==> src/rtl/fetch_unit_if.sv <==
`default_nettype none
// +----------------------------------------------------------------------+
// | fetch_unit_if : control, instruction-memory and IR-side bus signals   |
// | Revision      : 1.0                                                  |
// +----------------------------------------------------------------------+
interface fetch_unit_if;
    logic       stall;
    logic       branch_taken;
    logic [7:0] branch_target;
    logic [7:0] imem_addr;
    logic [7:0] imem_data;
    logic [7:0] ir_new;
    logic       sf1_out;
    logic       flush;
    logic [7:0] pc;
    logic [7:0] pc_plus1;

    modport master (
        input  stall, branch_taken, branch_target, imem_data,
        output imem_addr, ir_new, sf1_out, flush, pc, pc_plus1
    );

    modport slave (
        output stall, branch_taken, branch_target, imem_data,
        input  imem_addr, ir_new, sf1_out, flush, pc, pc_plus1
    );
endinterface
`default_nettype wire

==> src/rtl/fetch_unit.sv <==
`default_nettype none
// +----------------------------------------------------------------------+
// | fetch_unit : 8-bit PC sequencer with reset vector, 1/2-byte fetch    |
// | Revision   : 1.0                                                     |
// +----------------------------------------------------------------------+
module fetch_unit #(
    parameter logic [3:0] TWO_BYTE_OP = 4'hC
) (
    input  wire logic        clk,
    input  wire logic        rst,
    fetch_unit_if.master     bus
);

    typedef enum logic [1:0] {
        VEC = 2'd0,
        OP  = 2'd1,
        IMM = 2'd2
    } state_t;

    state_t     r_state;
    state_t     w_state_next;
    logic [7:0] r_pc;
    logic [7:0] w_pc_next;
    logic [7:0] w_pc_inc;

    assign w_pc_inc = r_pc + 8'd1;

    always_ff @(posedge clk) begin
        if (!rst) begin
            r_pc    <= 8'h00;
            r_state <= VEC;
        end else begin
            r_pc    <= w_pc_next;
            r_state <= w_state_next;
        end
    end

    always_comb begin
        w_pc_next    = r_pc;
        w_state_next = r_state;
        bus.imem_addr = r_pc;
        bus.ir_new    = bus.imem_data;
        bus.sf1_out   = 1'b0;
        bus.flush     = 1'b0;
        case (r_state)
            VEC: begin
                bus.imem_addr = 8'h00;
                bus.ir_new    = 8'h00;
                w_pc_next     = bus.imem_data;
                w_state_next  = OP;
            end
            OP, IMM: begin
                bus.sf1_out = (r_state == IMM);
                bus.flush   = bus.branch_taken;
                // Redirect wins over stall and discards any pending immediate.
                if (bus.branch_taken) begin
                    w_pc_next    = bus.branch_target;
                    w_state_next = OP;
                end else if (!bus.stall) begin
                    w_pc_next = w_pc_inc;
                    if (r_state == OP && bus.imem_data[7:4] == TWO_BYTE_OP)
                        w_state_next = IMM;
                    else
                        w_state_next = OP;
                end
            end
            default: begin
                w_pc_next    = 8'h00;
                w_state_next = VEC;
            end
        endcase
    end

    assign bus.pc       = r_pc;
    assign bus.pc_plus1 = w_pc_inc;

endmodule
`default_nettype wire

==> src/flat_wrapper.sv <==
// flat-port wrapper written by rule: the top's interface ports become plain ports
module fetch_unit_flat 
#(
    parameter logic [3:0] TWO_BYTE_OP = 4'hC
)
  (clk, rst, bus_stall, bus_branch_taken, bus_branch_target, bus_imem_data, bus_imem_addr, bus_ir_new, bus_sf1_out, bus_flush, bus_pc, bus_pc_plus1);
  fetch_unit_if bus_i ();
  input  wire logic clk;
  input  wire logic rst;
  input wire logic [$bits(bus_i.stall)-1:0] bus_stall;
  input wire logic [$bits(bus_i.branch_taken)-1:0] bus_branch_taken;
  input wire logic [$bits(bus_i.branch_target)-1:0] bus_branch_target;
  input wire logic [$bits(bus_i.imem_data)-1:0] bus_imem_data;
  output wire logic [$bits(bus_i.imem_addr)-1:0] bus_imem_addr;
  output wire logic [$bits(bus_i.ir_new)-1:0] bus_ir_new;
  output wire logic [$bits(bus_i.sf1_out)-1:0] bus_sf1_out;
  output wire logic [$bits(bus_i.flush)-1:0] bus_flush;
  output wire logic [$bits(bus_i.pc)-1:0] bus_pc;
  output wire logic [$bits(bus_i.pc_plus1)-1:0] bus_pc_plus1;
  assign bus_i.stall = bus_stall;
  assign bus_i.branch_taken = bus_branch_taken;
  assign bus_i.branch_target = bus_branch_target;
  assign bus_i.imem_data = bus_imem_data;
  assign bus_imem_addr = bus_i.imem_addr;
  assign bus_ir_new = bus_i.ir_new;
  assign bus_sf1_out = bus_i.sf1_out;
  assign bus_flush = bus_i.flush;
  assign bus_pc = bus_i.pc;
  assign bus_pc_plus1 = bus_i.pc_plus1;
  fetch_unit #(.TWO_BYTE_OP(TWO_BYTE_OP)) u_core (.clk(clk), .rst(rst), .bus(bus_i));
endmodule
==> config.mk <==
export PLATFORM = sky130hd
export DESIGN_NAME = fetch_unit_flat
export DESIGN_NICKNAME = d
export VERILOG_FILES = /design/src/rtl/fetch_unit_if.sv /design/src/rtl/fetch_unit.sv /design/src/flat_wrapper.sv
export SDC_FILE = /design/constraint.sdc
export NUM_CORES = 1
export LEC_CHECK = 0
export CAP_MARGIN = 30
export CORE_MARGIN = 10
export CORE_UTILIZATION = 38
export CTS_CLUSTER_DIAMETER = 120
export CTS_CLUSTER_SIZE = 8
export DETAILED_ROUTE_END_ITERATION = 12
export PLACE_DENSITY = 0.8
export REMOVE_ABC_BUFFERS = 1
export SLEW_MARGIN = 5
export SYNTH_ARGS = -nofsm -noshare
export SYNTH_HDL_FRONTEND = slang
export SYNTH_SLANG_ARGS = --single-unit
==> constraint.sdc <==
create_clock -name clk -period 2.1 [get_ports clk]
set_input_delay 0.525 -clock clk [delete_from_list [all_inputs] [get_ports clk]]
set_output_delay 0.525 -clock clk [all_outputs]
set_load 0.05 [all_outputs]
**Word-level counts from Yosys, hierarchy flattened**

Index checks and enable logic that the tools add are counted.

- Register bits after elaboration: 10
- Output and inout port bits: 34
- Word-level logic and storage cells: 21

- Add/subtract/negate cells: 1
- Eq/ne operators: 4
- Multiplexer cells: 11
- Reductions and logical operators: 3

Operators by type and width:

| kind | number |
|---|---|
| $mux W8 | 4 |
| $pmux W8 S2 | 1 |
| $add A8 B1 Y8 const B | 1 |
| $mux W2 | 3 |
| $eq A4 B4 Y1 const B | 1 |
| $pmux W2 S2 | 1 |
| $ne A3 B3 Y1 const B | 1 |
| $eq A2 B1 Y1 const B | 1 |
| $eq A2 B2 Y1 const B | 1 |
| $logic_not A2 Y1 | 1 |
| $mux W1 | 2 |
| $reduce_or A2 Y1 | 1 |
| $logic_and A1 B1 Y1 | 1 |

**Logic depth before layout (Yosys ltp)**

Gate-level depths: netlist (run 1).

- Word-level depth: 6
- Mapped depth: 8

**Least setup slack after synthesis (run 1)**

OpenSTA, ideal clock, no wires.

- Kind: register to output
- Start: reg u_core.r_pc[2] (netlist: u_core.bus.pc[2])
- End: out bus_pc_plus1[7]
- Arrival time: 2115 ps
- Data required time: 1575 ps
- Slack: -540 ps
- Stages on the path, launching flop included: 4
- Path buffers: 0
- Path through: dfxtp_1 > and4_4 > nand4_1 > xnor2_1

- Word-level cells in the longest chain between the ends: 1

RTL lines:

| element | RTL line | RTL |
|---|---|---|
| start: declaration | fetch_unit.sv:22 | `logic [7:0] r_pc;` |
| start signal: assignment | fetch_unit.sv:33 | `r_pc <= w_pc_next;` |
| $add A8 B1 Y8 | fetch_unit.sv:26 | `assign w_pc_inc = r_pc + 8'd1;` |
| end: declaration | flat_wrapper.sv:19 | `output wire logic [$bits(bus_i.pc_plus1)-1:0] bus_pc_plus1;` |

No other way between the ends.

**Final worst setup path (run 1)**

- Start: reg u_core.r_pc[4] (netlist: u_core.bus.pc[4])
- End: out bus_pc_plus1[7]

The elaborated chain is that of the path after synthesis.

==> results.py, run 1 <==
metrics = {
    "routing": {
        "drtIter0Drc": 78,
        "drc": 0,
        "drt_pass1_iterations": 4,
        "vias": 1183,
        "wl_per_cell_microns": 18.8,
        "routed_wl_mm": 3.95,
        "viasPerCell": 5.63,
        "ant_nets": 0,
    },
    "die": {
        "dieArea_sq_um": 4890,
        "rows": 18,
        "core-area_sq_um": 2430,
        "start_util_pct": 39.0,
        "die-height_microns": 70.0,
        "boundaryPins": 54,
        "die_w_microns": 70.0,
    },
    "power_and_ir_drop": {
        "comb_power_share_pct": 61.2,
        "ir_drop_v": 0.000371,
        "p_sw_mw": 0.448,
        "switching_share_pct": 42.6,
        "power.leakage_nw": 0.814,
        "p_int_mw": 0.603,
        "p_seq_share_pct": 21.9,
        "clkPwrFrac_pct": 17.0,
        "power-per-cell-area_nw_per_um2": 552,
    },
    "place": {
        "place.gp.congestion": 0.896,
        "io_buffers": 53,
        "hpwl_mm": 3.00,
        "dpl_worst_slack_ns": -0.119,
    },
    "final_layout": {
        "fillers": 130,
        "diodes": 0,
        "final_nets": 206,
        "final_util_pct": 78.2,
        "area_delta_synth_final_pct": 101,
        "final_cell_mix": "23 x buf_12, 21 x buf_4, 18 x clkdlybuf4s50_1, 10 x nor2b_1, 8 x nor2b_2",
        "drive_gt1_share_pct": 43.3,
        "final_common_cell": "buf_12",
    },
    "synthesis": {
        "synth.distinct_cells": 45,
        "synth_edf_count": 0,
        "synth.area.top_cells": "dfxtp_1 21%, nor2b_1 12%, ha_1 6.6%",
        "synth_top_area_share_pct": 21.1,
        "synth_ff_type": "dfxtp_1",
        "synth_cells": 116,
        "yosys.area.top_type": "dfxtp_1",
        "synth-seq-cells": 10,
        "async_reset_ff_share_pct": 0,
        "netlist_area_sq_um": 948,
        "yosysSeqAreaShare_pct": 21.1,
        "yosys_warnings": 0,
        "avgSynthCellArea_sq_um": 8.18,
    },
    "clock_network": {
        "htree_levels": 1,
        "cts_sinks": 10,
        "clockBufferDepth": 2,
        "tritoncts": "done",
        "cts_root_buffer": "clkbuf_4",
        "insertion_delay_ns": 0.26,
        "cts_buffers": 3,
        "path_clk_slew_ns": 0.08,
        "hold_buffers": 0,
    },
    "timing": {
        "relSlewSlack_pct": 74.2,
        "hold_viol_final": 0,
        "timing.final.crit_period_ns": 2.08,
        "holdWs_ns": 0.541,
        "skew_ns": 0.00254,
        "fin_crit_sh_pct": 99.1,
        "slew_viol_final": 0,
        "tightest_slew_ns": 0.383,
        "setup_viol": 0,
        "fin_ws_ns": 0.0192,
        "rsz0062_at_grt": "true",
        "clock.fmax_mhz": 481,
    },
    "setup_path": {
        "end_kind": "output pin",
        "critPathArrivalTime_ns": 1.56,
        "critical_path_class": "flop to output pin",
        "path_delay_family": "simple AND/OR/NAND/NOR gates",
        "cpPeakStageDelay_ns": 0.36,
        "crit_fanout": 4,
        "startpoint_type": "flop",
        "cp_cell_sequence": "and4_4 > nand4_1 > xnor2_2 > buf_12",
        "crit_path_top_delay_cell": "dfxtp_2",
        "critical_path_required_ns": 1.57,
        "path_buf_inv": 1,
    },
    "grt": {
        "grt_pass1_wl_mm": 6.13,
        "grt.overflow.total": 0,
        "grt_util_all_layers_pct": 14.8,
        "first_global_vias": 1177,
        "grt_max_degree": 16,
        "antenna_found_initial": 0,
    },
    "min_path": {
        "hold_path.class": "flop to flop",
    },
    "outcome": {
        "status": "finished clean",
    },
    "job": {
        "drv_cap": 0,
    },
}
-- registers in the layout, summed over array words and instances, names as in the netlist --
| name | cells |
|---|---|
| u_core.bus.pc | 8 |
| u_core.r_state | 2 |
-- per-layer routing --
layer	routed length (microns)	track usage, %	vias up	part of all wire [%]
li1	-	-	548	-
met1	1590	17.7	555	40
met2	1950	25.2	71	49
met3	356	4.66	9	9.0
met4	57	2.63	0	1.4
met5	0	0	-	0
-- power groups by stage --
| stage | logic, mW | clock network [mW] | registers [mW] |
|---|---|---|---|
| after global placement | 0.604 | 0 | 0.229 |
| after global routing | 0.671 | 0.192 | 0.232 |
| final | 0.643 | 0.178 | 0.230 |
| after CTS | 0.617 | 0.178 | 0.228 |
| after detailed placement | 0.611 | 0 | 0.231 |
| after floorplan | 0.261 | 0 | 0.284 |
-- per-stage QoR --
step                      TNS [ns]  power (mW)  instance area (sq um)  std cells
after CTS                  -0.0228        1.02                   1830        208
after global routing       -0.0411        1.10                   1900        210
after detailed placement    -0.850       0.842                   1770        204
final                            0        1.05                   1900        210
after floorplan              -3.00       0.545                    913        109
after global placement      -0.180       0.833                   1770        204
-- logic make-up after synthesis --
logic type	share of synthesized area (%)
mux	3.83
simple gates	36.0
xor+xnor	4.62
flops	21.1
buf+inv	5.67
compound gates	22.2
fa+ha+maj	6.60
-- synth_stat cells (all sizes together), types with 2 or more instances --
master / instances
ha: 5
a21boi: 3
a21oi: 2
nand2: 4
a22oi: 3
nor3b: 2
nand3: 4
nor2b: 18
and3b: 2
buf: 4
o21ai: 4
nor3: 3
mux2: 2
and2: 2
a22o: 3
a32o: 3
inv: 5
nand2b: 4
nor2: 7
nand3b: 2
xnor2: 4
clkbuf: 3
dfxtp: 10
-- what timing repair did --
item,CTS,global route
gates cloned,0,0
setup buffers,0,2
pin swaps,0,2
setup endpoints to repair,3,16
resized for setup,5,22
-- area by class of cell --
type,instances,area (sq um),share of cell area [%]
Timing Repair Buffer,67,852,44.8
Multi-Input combinational cell,94,746,39.2
Sequential cell,10,213,11.2
Tap cell,30,37.5,1.97
Clock buffer,4,36.3,1.91
Inverter,5,18.8,0.986
-- worst min-delay path: stages, from the launching register on --
cell	delay [ns]
dfxtp_1	0.35
nand2_1	0.07
a21boi_0	0.07
-- path summary, 6_finish.rpt --
check | startpoint | end | slack, ns | cells after the start
setup / recovery | u_core.bus.pc[4] | bus_pc_plus1[7] | 0.02 | 4
hold / removal | u_core.r_state[1] | u_core.r_state[1] | 0.54 | 2
setup reg to reg | u_core.r_state[0] | u_core.bus.pc[3] | 0.41 | 6
hold reg to reg | u_core.r_state[1] | u_core.r_state[1] | 0.54 | 2
Power figures use the tool's default switching activity.
==> inputs of run 2 (changes only) <==
==> constraint.sdc (replaced) <==
create_clock -name clk -period 2.5 [get_ports clk]
set_input_delay 0.625 -clock clk [delete_from_list [all_inputs] [get_ports clk]]
set_output_delay 0.625 -clock clk [all_outputs]
set_load 0.05 [all_outputs]
==> results.py, run 2 (synthesis gave the netlist of run 1 again) <==
metrics = {
    "min_path": {
        "hold_path.class": "flop to flop",
    },
    "timing": {
        "timing.final.crit_period_ns": 2.37,
        "hold_viol_final": 0,
        "clock.fmax_mhz": 422,
        "rsz0062_at_grt": "false",
        "skew_ns": 0.000867,
        "tightest_slew_ns": 0.509,
        "setup_viol": 0,
        "fin_crit_sh_pct": 94.9,
        "slew_viol_final": 0,
        "tns_ns": 0,
        "relSlewSlack_pct": 66.0,
    },
    "final_layout": {
        "instances_no_fill": 198,
        "largest_register_ffs": 8,
        "fin_area_sq_um": 1740,
        "final_common_cell": "clkdlybuf4s50_1",
        "final_cell_mix": "29 x clkdlybuf4s50_1, 21 x buf_12, 18 x nor2b_1, 10 x dfxtp_1, 7 x nor2_1",
        "area_delta_synth_final_pct": 83.2,
        "final_nets": 194,
        "drive_gt1_share_pct": 22.6,
        "diodes": 0,
    },
    "power_and_ir_drop": {
        "power.leakage_nw": 0.700,
        "p_seq_share_pct": 24.2,
        "comb_power_share_pct": 57.2,
        "p_sw_mw": 0.359,
        "ir_drop_v": 0.000326,
        "p_int_mw": 0.467,
        "switching_share_pct": 43.4,
        "p_total_mw": 0.826,
        "power-per-cell-area_nw_per_um2": 475,
        "clkPwrFrac_pct": 18.6,
    },
    "place": {
        "dp.cells": 194,
        "post_dp_cell_area_sq_um": 1700,
        "io_buffers": 53,
        "hpwl_mm": 2.68,
        "place.gp.congestion": 0.860,
    },
    "clock_network": {
        "cts_root_buffer": "clkbuf_4",
        "cts_sinks": 10,
        "path_clk_slew_ns": 0.07,
        "cts_buffers": 3,
        "insertion_delay_ns": 0.27,
        "clockBufferDepth": 2,
        "tritoncts": "done",
        "htree_levels": 1,
    },
    "setup_path": {
        "startpoint_type": "flop",
        "path_delay_family": "flip-flops",
        "critical_path_class": "flop to output pin",
        "end_kind": "output pin",
        "critPathArrivalTime_ns": 1.75,
        "crit_fanout": 8,
        "cp_cell_sequence": "ha_1 > nand3_1 > xnor2_1 > buf_12",
        "critical_path_required_ns": 1.88,
        "cpPeakStageDelay_ns": 0.49,
        "path_buf_inv": 1,
        "crit_path_top_delay_cell": "dfxtp_1",
    },
    "die": {
        "start_util_pct": 39.0,
        "die-height_microns": 70.0,
        "core-area_sq_um": 2430,
        "boundaryPins": 54,
        "dieArea_sq_um": 4890,
        "rows": 18,
        "die_w_microns": 70.0,
    },
    "routing": {
        "routed_wl_mm": 3.41,
        "drc": 0,
        "vias": 1100,
        "viasPerCell": 5.56,
        "wl_per_cell_microns": 17.2,
        "drt_pass1_iterations": 4,
        "ant_nets": 0,
        "drtIter0Drc": 84,
    },
    "grt": {
        "grt_pass1_wl_mm": 5.60,
        "first_global_vias": 1074,
        "antenna_found_initial": 0,
        "grt_util_all_layers_pct": 13.3,
        "grt_max_degree": 26,
        "grt.overflow.total": 0,
    },
    "job": {
        "drv_cap": 0,
    },
    "outcome": {
        "status": "finished clean",
    },
}
==> run 2: cell count changes in the layout (fill, tap and decap cells not counted), moves of 2 or more <==
| cell | before | now |
|---|---|---|
| dfxtp_2 | 4 | 0 |
| dfxtp_1 | 4 | 10 |
| buf_6 | 4 | 0 |
| clkdlybuf4s50_1 | 18 | 29 |
| xnor2_1 | 2 | 4 |
| nor2b_2 | 8 | 0 |
| buf_12 | 23 | 21 |
| xnor2_2 | 2 | 0 |
| dfxtp_4 | 2 | 0 |
| nor2b_1 | 10 | 18 |
| buf_4 | 21 | 5 |
==> run 2: what timing repair did <==
item / 4_1_cts / 5_1_grt
resized for setup: 0 / 1
setup endpoints to repair: 0 / 16
hold buffers: 0 / 0
setup buffers: 0 / 0
==> run 2: final timing paths <==
path | startpoint | to | slack (ns) | cells after the start
max reg2reg | u_core.r_state[0] | u_core.bus.pc[7] | 0.64 | 7
min | u_core.r_state[1] | u_core.r_state[1] | 0.50 | 2
min reg2reg | u_core.r_state[1] | u_core.r_state[1] | 0.50 | 2
max | u_core.bus.pc[0] | bus_pc_plus1[4] | 0.13 | 4
==> run 2: cell type report <==
type                    instances  area (sq um)
multi-input cells              94           697
inverters                       5          18.8
fillers                       176           694
repair buffers                 55           748
flip-flops and latches         10           200
clock buffers                   4          36.3
well taps                      30          37.5
==> run 2: worst min-delay path: stages, from the launching register on <==
cell,delay [ns]
dfxtp_1,0.34
nand2_1,0.06
a21boi_0,0.06
==> run 2: routing by layer <==
metal,GRT usage [%],vias to the layer above,wire [microns]
met5,0,-,0
met2,21.5,63,1620
met4,3.73,0,17
met3,5.08,4,342
li1,-,523,-
met1,16.0,510,1430
==> run 2: metrics by stage <==
step                hold slack, ns  setup slack (ns)  utilization [%]
floorplan                    0.474            -0.240                -
global route                 0.547           0.00384             71.5
detailed placement           0.496             0.271             69.9
CTS                          0.506            0.0371             71.3
finish                       0.503             0.128             71.5
global placement             0.491             0.312             69.9
==> run 2: power groups by stage <==
stage          Sequential [mW]  Clock [mW]  Combinational, mW
4_1_cts                  0.199       0.154              0.474
6_report                 0.200       0.153              0.473
2_1_floorplan            0.239           0              0.219
3_3_place_gp             0.201           0              0.468
5_1_grt                  0.203       0.164              0.495
3_5_place_dp             0.203           0              0.472
==> inputs of run 3 (changes only) <==
--- a/config.mk
+++ b/config.mk
@@ -7,11 +7,11 @@
 export LEC_CHECK = 0
 export CAP_MARGIN = 30
 export CORE_MARGIN = 10
-export CORE_UTILIZATION = 38
+export CORE_UTILIZATION = 34
 export CTS_CLUSTER_DIAMETER = 120
 export CTS_CLUSTER_SIZE = 8
 export DETAILED_ROUTE_END_ITERATION = 12
-export PLACE_DENSITY = 0.8
+export PLACE_DENSITY = 0.76
 export REMOVE_ABC_BUFFERS = 1
 export SLEW_MARGIN = 5
 export SYNTH_ARGS = -nofsm -noshare
==> constraint.sdc (replaced) <==
create_clock -name clk -period 2.11 [get_ports clk]
set_input_delay 0.5275 -clock clk [delete_from_list [all_inputs] [get_ports clk]]
set_output_delay 0.5275 -clock clk [all_outputs]
set_load 0.05 [all_outputs]
==> results.py, run 3 (synthesis gave the netlist of run 1 again) <==
metrics = {
    "setup_path": {
        "path_buf_inv": 2,
        "crit_path_top_delay_cell": "clkdlybuf4s50_1",
        "path_delay_family": "buffers and inverters",
        "critical_path_required_ns": 1.58,
        "critical_path_class": "primary input to output pin",
        "critPathArrivalTime_ns": 1.54,
        "crit_fanout": 7,
        "cpPeakStageDelay_ns": 0.60,
        "startpoint_type": "primary input",
        "cp_cell_sequence": "clkdlybuf4s50_1 > and2_2 > buf_12",
        "end_kind": "output pin",
    },
    "timing": {
        "slew_viol_final": 0,
        "skew_ns": 0.00488,
        "hold_viol_final": 0,
        "tightest_slew_ns": 0.352,
        "rsz0062_at_grt": "true",
        "clock.fmax_mhz": 484,
        "holdWs_ns": 0.527,
        "setup_viol": 0,
        "fin_ws_ns": 0.0423,
        "relSlewSlack_pct": 76.5,
        "timing.final.crit_period_ns": 2.07,
        "tns_ns": 0,
        "fin_crit_sh_pct": 98.0,
    },
    "min_path": {
        "hold_path.class": "flop to flop",
    },
    "routing": {
        "drc": 0,
        "wl_per_cell_microns": 17.0,
        "routed_wl_mm": 3.64,
        "drtIter0Drc": 54,
        "vias": 1157,
        "drt_pass1_iterations": 4,
        "ant_nets": 0,
        "viasPerCell": 5.41,
    },
    "clock_network": {
        "tritoncts": "done",
        "hold_buffers": 0,
        "cts_buffers": 3,
        "insertion_delay_ns": 0.28,
        "cts_root_buffer": "clkbuf_4",
        "htree_levels": 1,
        "cts_sinks": 10,
        "path_clk_slew_ns": 0.07,
        "clockBufferDepth": 2,
    },
    "final_layout": {
        "largest_register_ffs": 8,
        "final_common_cell": "buf_4",
        "fillers": 207,
        "final_nets": 209,
        "diodes": 0,
        "final_cell_mix": "28 x buf_4, 23 x buf_12, 19 x clkdlybuf4s50_1, 10 x nor2b_2, 8 x nor2b_1",
        "area_delta_synth_final_pct": 100,
        "instances_no_fill": 214,
        "drive_gt1_share_pct": 44.3,
    },
    "die": {
        "start_util_pct": 35.0,
        "rows": 19,
        "die-height_microns": 72.8,
        "dieArea_sq_um": 5300,
        "die_w_microns": 72.8,
        "boundaryPins": 54,
        "core-area_sq_um": 2710,
    },
    "grt": {
        "grt_pass1_wl_mm": 5.99,
        "grt.overflow.total": 0,
        "grt_util_all_layers_pct": 13.8,
        "grt_max_degree": 16,
        "first_global_vias": 1239,
        "antenna_found_initial": 0,
    },
    "power_and_ir_drop": {
        "p_total_mw": 1.03,
        "ir_drop_v": 0.000389,
        "power.leakage_nw": 0.825,
        "power-per-cell-area_nw_per_um2": 545,
    },
    "place": {
        "hpwl_mm": 3.03,
        "io_buffers": 53,
        "dp.cells": 207,
        "place.gp.congestion": 0.844,
        "dpl_worst_slack_ns": -0.0961,
    },
    "job": {
        "drv_cap": 0,
    },
    "outcome": {
        "status": "finished clean",
    },
}
[run 3: cell types whose count changed in the layout (fill, tap and decap cells not counted), sizes merged]
cell and change:
clkdlybuf4s50 -10, buf +25
[run 3: what timing repair did]
item / 4_1_cts / 5_1_grt
pin swaps: 0 / 2
endpoints found under the setup margin: 5 / 20
resized for setup: 5 / 14
buffers inserted: 0 / 3
endpoints found under the hold margin: 0 / 0
[run 3: path summary, 6_finish.rpt]
kind,startpoint,end,slack (ns),depth (start not counted)
hold reg to reg,u_core.r_state[1],u_core.r_state[1],0.53,2
hold / removal,u_core.r_state[1],u_core.r_state[1],0.53,2
setup reg to reg,u_core.r_state[0],u_core.bus.pc[7],0.27,7
setup / recovery,bus_branch_taken,bus_flush,0.04,3
[run 3: report_power, final]
| group | switching (mW) | leakage [nW] | total [mW] | internal (mW) |
|---|---|---|---|---|
| sequential | 0.0205 | 0.0847 | 0.228 | 0.208 |
| combinational | 0.342 | 0.719 | 0.623 | 0.281 |
| clock | 0.0775 | 0.0210 | 0.183 | 0.105 |
[run 3: final cells by class]
cell class | instances | area [sq um] | area share, %
clock buffers | 4 | 36.3 | 1.91
inverters | 5 | 18.8 | 0.989
multi-input cells | 94 | 736 | 38.8
flip-flops and latches | 10 | 208 | 10.9
well taps | 31 | 38.8 | 2.04
repair buffers | 70 | 861 | 45.4
[run 3: per-layer routing]
metal,routed length [microns],share of wire [%],track usage (%)
met5,0,0,0
met4,23,0.63,3.16
met3,340,9.4,6.80
met2,1920,53,23.1
met1,1350,37,15.3
[run 3: worst register-to-register path: stages (launching register included)]
cell      delay [ns]
dfxtp_2         0.37
inv_1           0.07
ha_1            0.34
buf_4           0.18
and3b_1         0.38
nor2_1          0.12
a22oi_1         0.17
a21boi_1        0.09
[run 3: per-stage QoR]
stage | utilization (%) | cell area [sq um]
detailed placement | 66.1 | 1790
floorplan | - | 913
finish | 70.0 | 1900
global route | 70.0 | 1900
CTS | 68.0 | 1840
global placement | 66.1 | 1790
==> edit 1 (settings of run 1) <==
Reset style: asynchronous (`rst`), changed in one clocked block.
--- a/src/rtl/fetch_unit.sv
+++ b/src/rtl/fetch_unit.sv
@@ -26,5 +26,5 @@
     assign w_pc_inc = r_pc + 8'd1;
 
-    always_ff @(posedge clk) begin
+    always_ff @(posedge clk or negedge rst) begin
         if (!rst) begin
             r_pc    <= 8'h00;
Function: differs if rst is asserted again (counterexample within 4 cycles, from zero or initial values and one cycle with rst low); with rst held inactive, the same outputs for 10 cycles.
==> edit 1 against run 1 <==
Synthesized cell count shrank 3.4%. Area after synthesis shrank 3.0%. Cell area shrank 13%. Worst setup slack lost 0.015 ns. Sequential share of layout area grew 4.2 points. Wire length shrank 13%. Sequential cell count is the same. Critical path depth is the same. Critical endpoint unchanged.
Power is left out: the tool's default activity adds up to more than one toggle a clock period on the data nets, which glitch-free logic cannot reach.
==> edit 1: results (changes against run 1) <==
The share of synthesized flip-flops with an asynchronous set or reset is 1.00 (+1.00). The total met2 wirelength after detailed routing was 1700 um (-13%); the detailed placement HPWL was 2800 um (-6.6%). The flow ran to the end, and the final reports show no timing, DRC or antenna violations. The critical path launch point was u_core.bus.pc[5]. For the total wire length after detailed routing, the log shows 3430 um (-13%).

Routed signal wires occupy layers up through met4. The tools report the portion of the post-synthesis area used by sequential elements as 0.272 (+0.0610). The run gives 1060 (-9.9%) as the number of global-route vias before repair. The startpoint identified for the worst register-to-register timing path is u_core.r_state[1].

The tools report the clock tree root buffer cell as sky130_fd_sc_hd__clkbuf_4. The final hold slack was 0.574 ns (+0.0337 ns); the wire length of the first global-routing pass was 5530 um (-9.8%). The cell with the largest stage delay on the worst path was sky130_fd_sc_hd__dfrtp_2. Total global routing track utilization: 0.133 (-0.0147). The reg2reg setup slack is 0.33 ns (-0.08 ns), and the flip-flop count of the largest register after layout is 8 (unchanged). The antenna diode instance count was 0 (unchanged).

The fraction of layout instances using a drive strength above 1 is 0.386 (-0.0470), and the highest net fanout along the worst path is 5 (+1). The filler cell count in the final layout was 165 (+27%); the net total in the final layout was 202 (-1.9%). After synthesis, the most frequently instantiated cells are sky130_fd_sc_hd__nor2b_1 (13), sky130_fd_sc_hd__dfrtp_1 (10), sky130_fd_sc_hd__nand2_1 (10). The final weighted congestion of routability-driven global placement is 0.899 (+0.36%). The worst hold path begins at u_core.r_state[0]. Transition at the pin with the smallest max-transition slack: 0.490 ns (+0.107 ns). Ranked by total cell area, the synthesized netlist is headed by sky130_fd_sc_hd__dfrtp_1 (27%), sky130_fd_sc_hd__nor2b_1 (8.8%), sky130_fd_sc_hd__ha_1 (6.8%). The largest stage delay on the critical path was 0.43 ns (+0.07 ns).

The total met3 wirelength after detailed routing was 194 um (-46%); the clock skew was 0.00936 ns (+0.00682 ns). For hold timing, the worst endpoint is u_core.r_state[0]. The pin count of the biggest net entering global routing came out at 26 (+10). The detail-routed via count per cell was 5.33 (-5.4%).

In this run the critical register-to-register path is captured at u_core.bus.pc[6]. The dominant synthesized flop cell is sky130_fd_sc_hd__dfrtp_1. The length of routed wiring on met1 was 1490 um (-5.8%); the count of routing violations after the opening detailed-route iteration was 69 (-12%). The post-synthesis cell type count came out at 43 (-4.4%).
## edit 1: changes by cell type after synthesis, sizes merged, moves of 3 or more
cell | before | now
dfrtp | 0 | 10
o21ai | 4 | 7
a32o | 3 | 0
nor2b | 18 | 14
a22o | 3 | 0
dfxtp | 10 | 0
nand2 | 4 | 10
a21boi | 3 | 0
## edit 1: cells by family after synthesis
kind of cell | count (synthesis) | synth area share
multiplexers | 3 | 0.0340
AND/OR/NAND/NOR | 50 | 0.322
adder cells (fa/ha/maj) | 5 | 0.0680
buffers and inverters | 14 | 0.0762
AO/OA/AOI/OAI | 24 | 0.170
XOR/XNOR | 6 | 0.0571
flip-flops | 10 | 0.272
## edit 1: layer usage
| layer | up-vias | GRT usage |
|---|---|---|
| met5 | - | 0 |
| met4 | 0 | 0.0421 |
| met3 | 4 | 0.0157 |
| met2 | 45 | 0.230 |
| met1 | 516 | 0.165 |
| li1 | 522 | - |
## edit 1: repair_timing
action / 4_1_cts / 5_1_grt
setup buffers: 1 / 2
pin swaps: 0 / 0
setup endpoints to repair: 3 / 9
hold buffers: 0 / 0
resized for setup: 3 / 10
hold endpoints to repair: 0 / 0
## edit 1: through the flow
stage,area (sq um),utilization,cells
after global placement,1540,0.683,197
after detailed placement,1540,0.683,197
after global routing,1650,0.731,204
after floorplan,876,-,105
final,1650,0.731,204
after CTS,1610,0.714,202
## edit 1: area by class of cell
class                   count  area share
repair buffers             67       0.397
multi-input cells          88       0.390
flip-flops and latches     10       0.154
clock buffers               4      0.0220
well taps                  28      0.0212
inverters                   7      0.0159
## edit 1: critical path, delay by kind of cell, from the launching register on
family | cells | cell delay (ns)
AND/OR/NAND/NOR | 2 | 0.52
flip-flops | 1 | 0.43
XOR/XNOR | 1 | 0.19
buffers and inverters | 1 | 0.16
==> edit 2 (settings of run 1) <==
Without the edit above. Re-encode `state_t` (3 states) as one-hot, 3 bits wide.
--- a/src/rtl/fetch_unit.sv
+++ b/src/rtl/fetch_unit.sv
@@ -12,8 +12,8 @@
 );
 
-    typedef enum logic [1:0] {
-        VEC = 2'd0,
-        OP  = 2'd1,
-        IMM = 2'd2
+    typedef enum logic [2:0] {
+        VEC = 3'b001,
+        OP  = 3'b010,
+        IMM = 3'b100
     } state_t;
 
Formal check against the unedited RTL: no difference found for any inputs over 10 cycles, from zero or initial values and one cycle with rst low; not proved beyond that.
==> edit 2 against run 1 <==
Cell area fell by 16%. Register-to-register slack improved by 0.20 ns. Global-route usage fell by 0.72 points. Area after synthesis fell by 4.6%. Critical path depth fell by 1. Count of clock-buffer cells in the layout did not move. Wire length fell by 17%. Combinational power fell by 4.2%. Clock power fell by 17%. Clock skew rose by 0.00070 ns. Sequential cell count rose by 1. Total power fell by 1.4%. Worst setup slack improved by 0.017 ns. Critical path type is now primary input to output port. Largest cell class is now multi-input gates. Largest power group unchanged.
==> edit 2: results (changes against run 1) <==
Fraction of layout instances using a drive strength above 1: 0.404 (-0.0297). The flow ran to the end, and the final reports show no timing, DRC or antenna violations. The run gives 0.879 (-1.9%) as the final weighted congestion of routability-driven global placement. Post-synthesis adder-cell area fraction: 0.0138 (-0.0521). The count of routing violations after the opening detailed-route iteration came out at 40 (-49%). The area of combinational cells with multiple inputs was 676 sq um (-9.4%). The netlist area before placement came out at 905 sq um (-4.6%).

The total global routing track utilization is 0.141 (-0.00724). Total leakage power: 0.675 nW (-17%). The depth of the worst register-to-register path is 5 (-1). Net total in the final layout: 188 (-8.7%).

The sequential share of power is 0.263 (+0.044), and the number of iterations in the first detailed-routing pass is 6 (+2). The final routed wire length divided by cell count was 17.0 um (-9.7%). The logs give 148 uW (-17%) for the clock network power and 190 (-6.9%) for the number of cells after detailed placement. The synthesized-area fraction occupied by ao, oa, aoi and oai cells was 0.219 (-0.00310).

The maximum VDD drop is 0.000427 V (+15%). The global-route met3 utilization is 0.0709 (+0.0242). The run gives 0.234 (-0.0179) as the global routing usage on met2. Pre-CTS setup slack: -0.0571 ns (+0.0616 ns). The run gives 5220 um (-15%) as the wire length of the first global-routing pass. The power per cell area was 647 nW/um^2 (+17%). In the synthesized netlist, the cells that appear most often are sky130_fd_sc_hd__nor2b_1 (16), sky130_fd_sc_hd__dfxtp_1 (11), sky130_fd_sc_hd__o21ai_0 (11). The tools report the total wire length after detailed routing as 3290 um (-17%).

Filler cell count in the final layout: 176 (+35%). The logs give 39 (-13%) for the post-synthesis cell type count and 14 (-2) for the pin count of the biggest net entering global routing. The remaining max-slew budget at the tightest pin is 0.674 (-0.0676), and the highest net fanout along the worst path is 3 (-1). The data-path buffer share of cell area in the final layout came out at 0.395 (-0.0524). The xor/xnor cell area share of the yosys netlist is 0.107 (+0.0603), and the layout inverter count without the clock tree is 1 (-4).

The run gives 2670 um (-11%) as the detailed placement HPWL. The buffer count excluding the clock tree in the final layout is 63 (-6.0%), and the met1 usage in global routing is 0.153 (-0.0240). By area the synthesized netlist is led by sky130_fd_sc_hd__dfxtp_1 (24%), sky130_fd_sc_hd__nor2b_1 (11%), sky130_fd_sc_hd__o21ai_0 (6.1%). The tools report the via total after detailed routing as 1044 (-12%). The post-place instance area is 1530 sq um (-14%).

The post-cts gate resize count was 4 (-1); the number of register bits inferred by synthesis was 11 (+1). The fraction of area in multi-input gates works out to 0.422 (+0.0300). The register share of the cell area works out to 0.142 (+0.0304). The clock network area share is 0.0164 (-0.00266). The cell depth of the worst min-delay path came out at 2 (unchanged). The average cell area after synthesis came out at 8.53 sq um (+4.4%).

The arrival time of data at the critical path endpoint is 1.54 ns (-0.02 ns), and the share of synthesized flip-flops with an asynchronous set or reset is 0 (unchanged). The portion of the post-synthesis area used by sequential elements is 0.243 (+0.0323), and the switching part of the total power is 0.469 (+0.0431). Post-synthesis mux area share: 0.0290 (-0.00921).
[edit 2: logic make-up after synthesis]
family	count (synthesis)
flops	11
compound gates	31
mux	2
buf+inv	8
simple gates	45
xor+xnor	8
fa+ha+maj	1
[edit 2: worst max-delay path, stage by stage]
cell	delay, ns
sky130_fd_sc_hd__clkdlybuf4s50_1	0.53
sky130_fd_sc_hd__nor3b_4	0.31
sky130_fd_sc_hd__buf_12	0.18
[edit 2: path summary, 6_finish.rpt]
| path | from | to | slack [ns] |
|---|---|---|---|
| max reg2reg | u_core.r_state[0] | u_core.bus.pc[6] | 0.61 |
| max | bus_branch_taken | bus_flush | 0.04 |
| min reg2reg | u_core.r_state[2] | u_core.r_state[2] | 0.58 |
| min | u_core.r_state[2] | u_core.r_state[2] | 0.58 |
[edit 2: per-layer routing]
metal | up-vias | share of wire
met3 | 4 | 0.12
met2 | 48 | 0.48
met4 | 0 | 0.0064
met5 | - | 0
met1 | 489 | 0.39
li1 | 503 | -
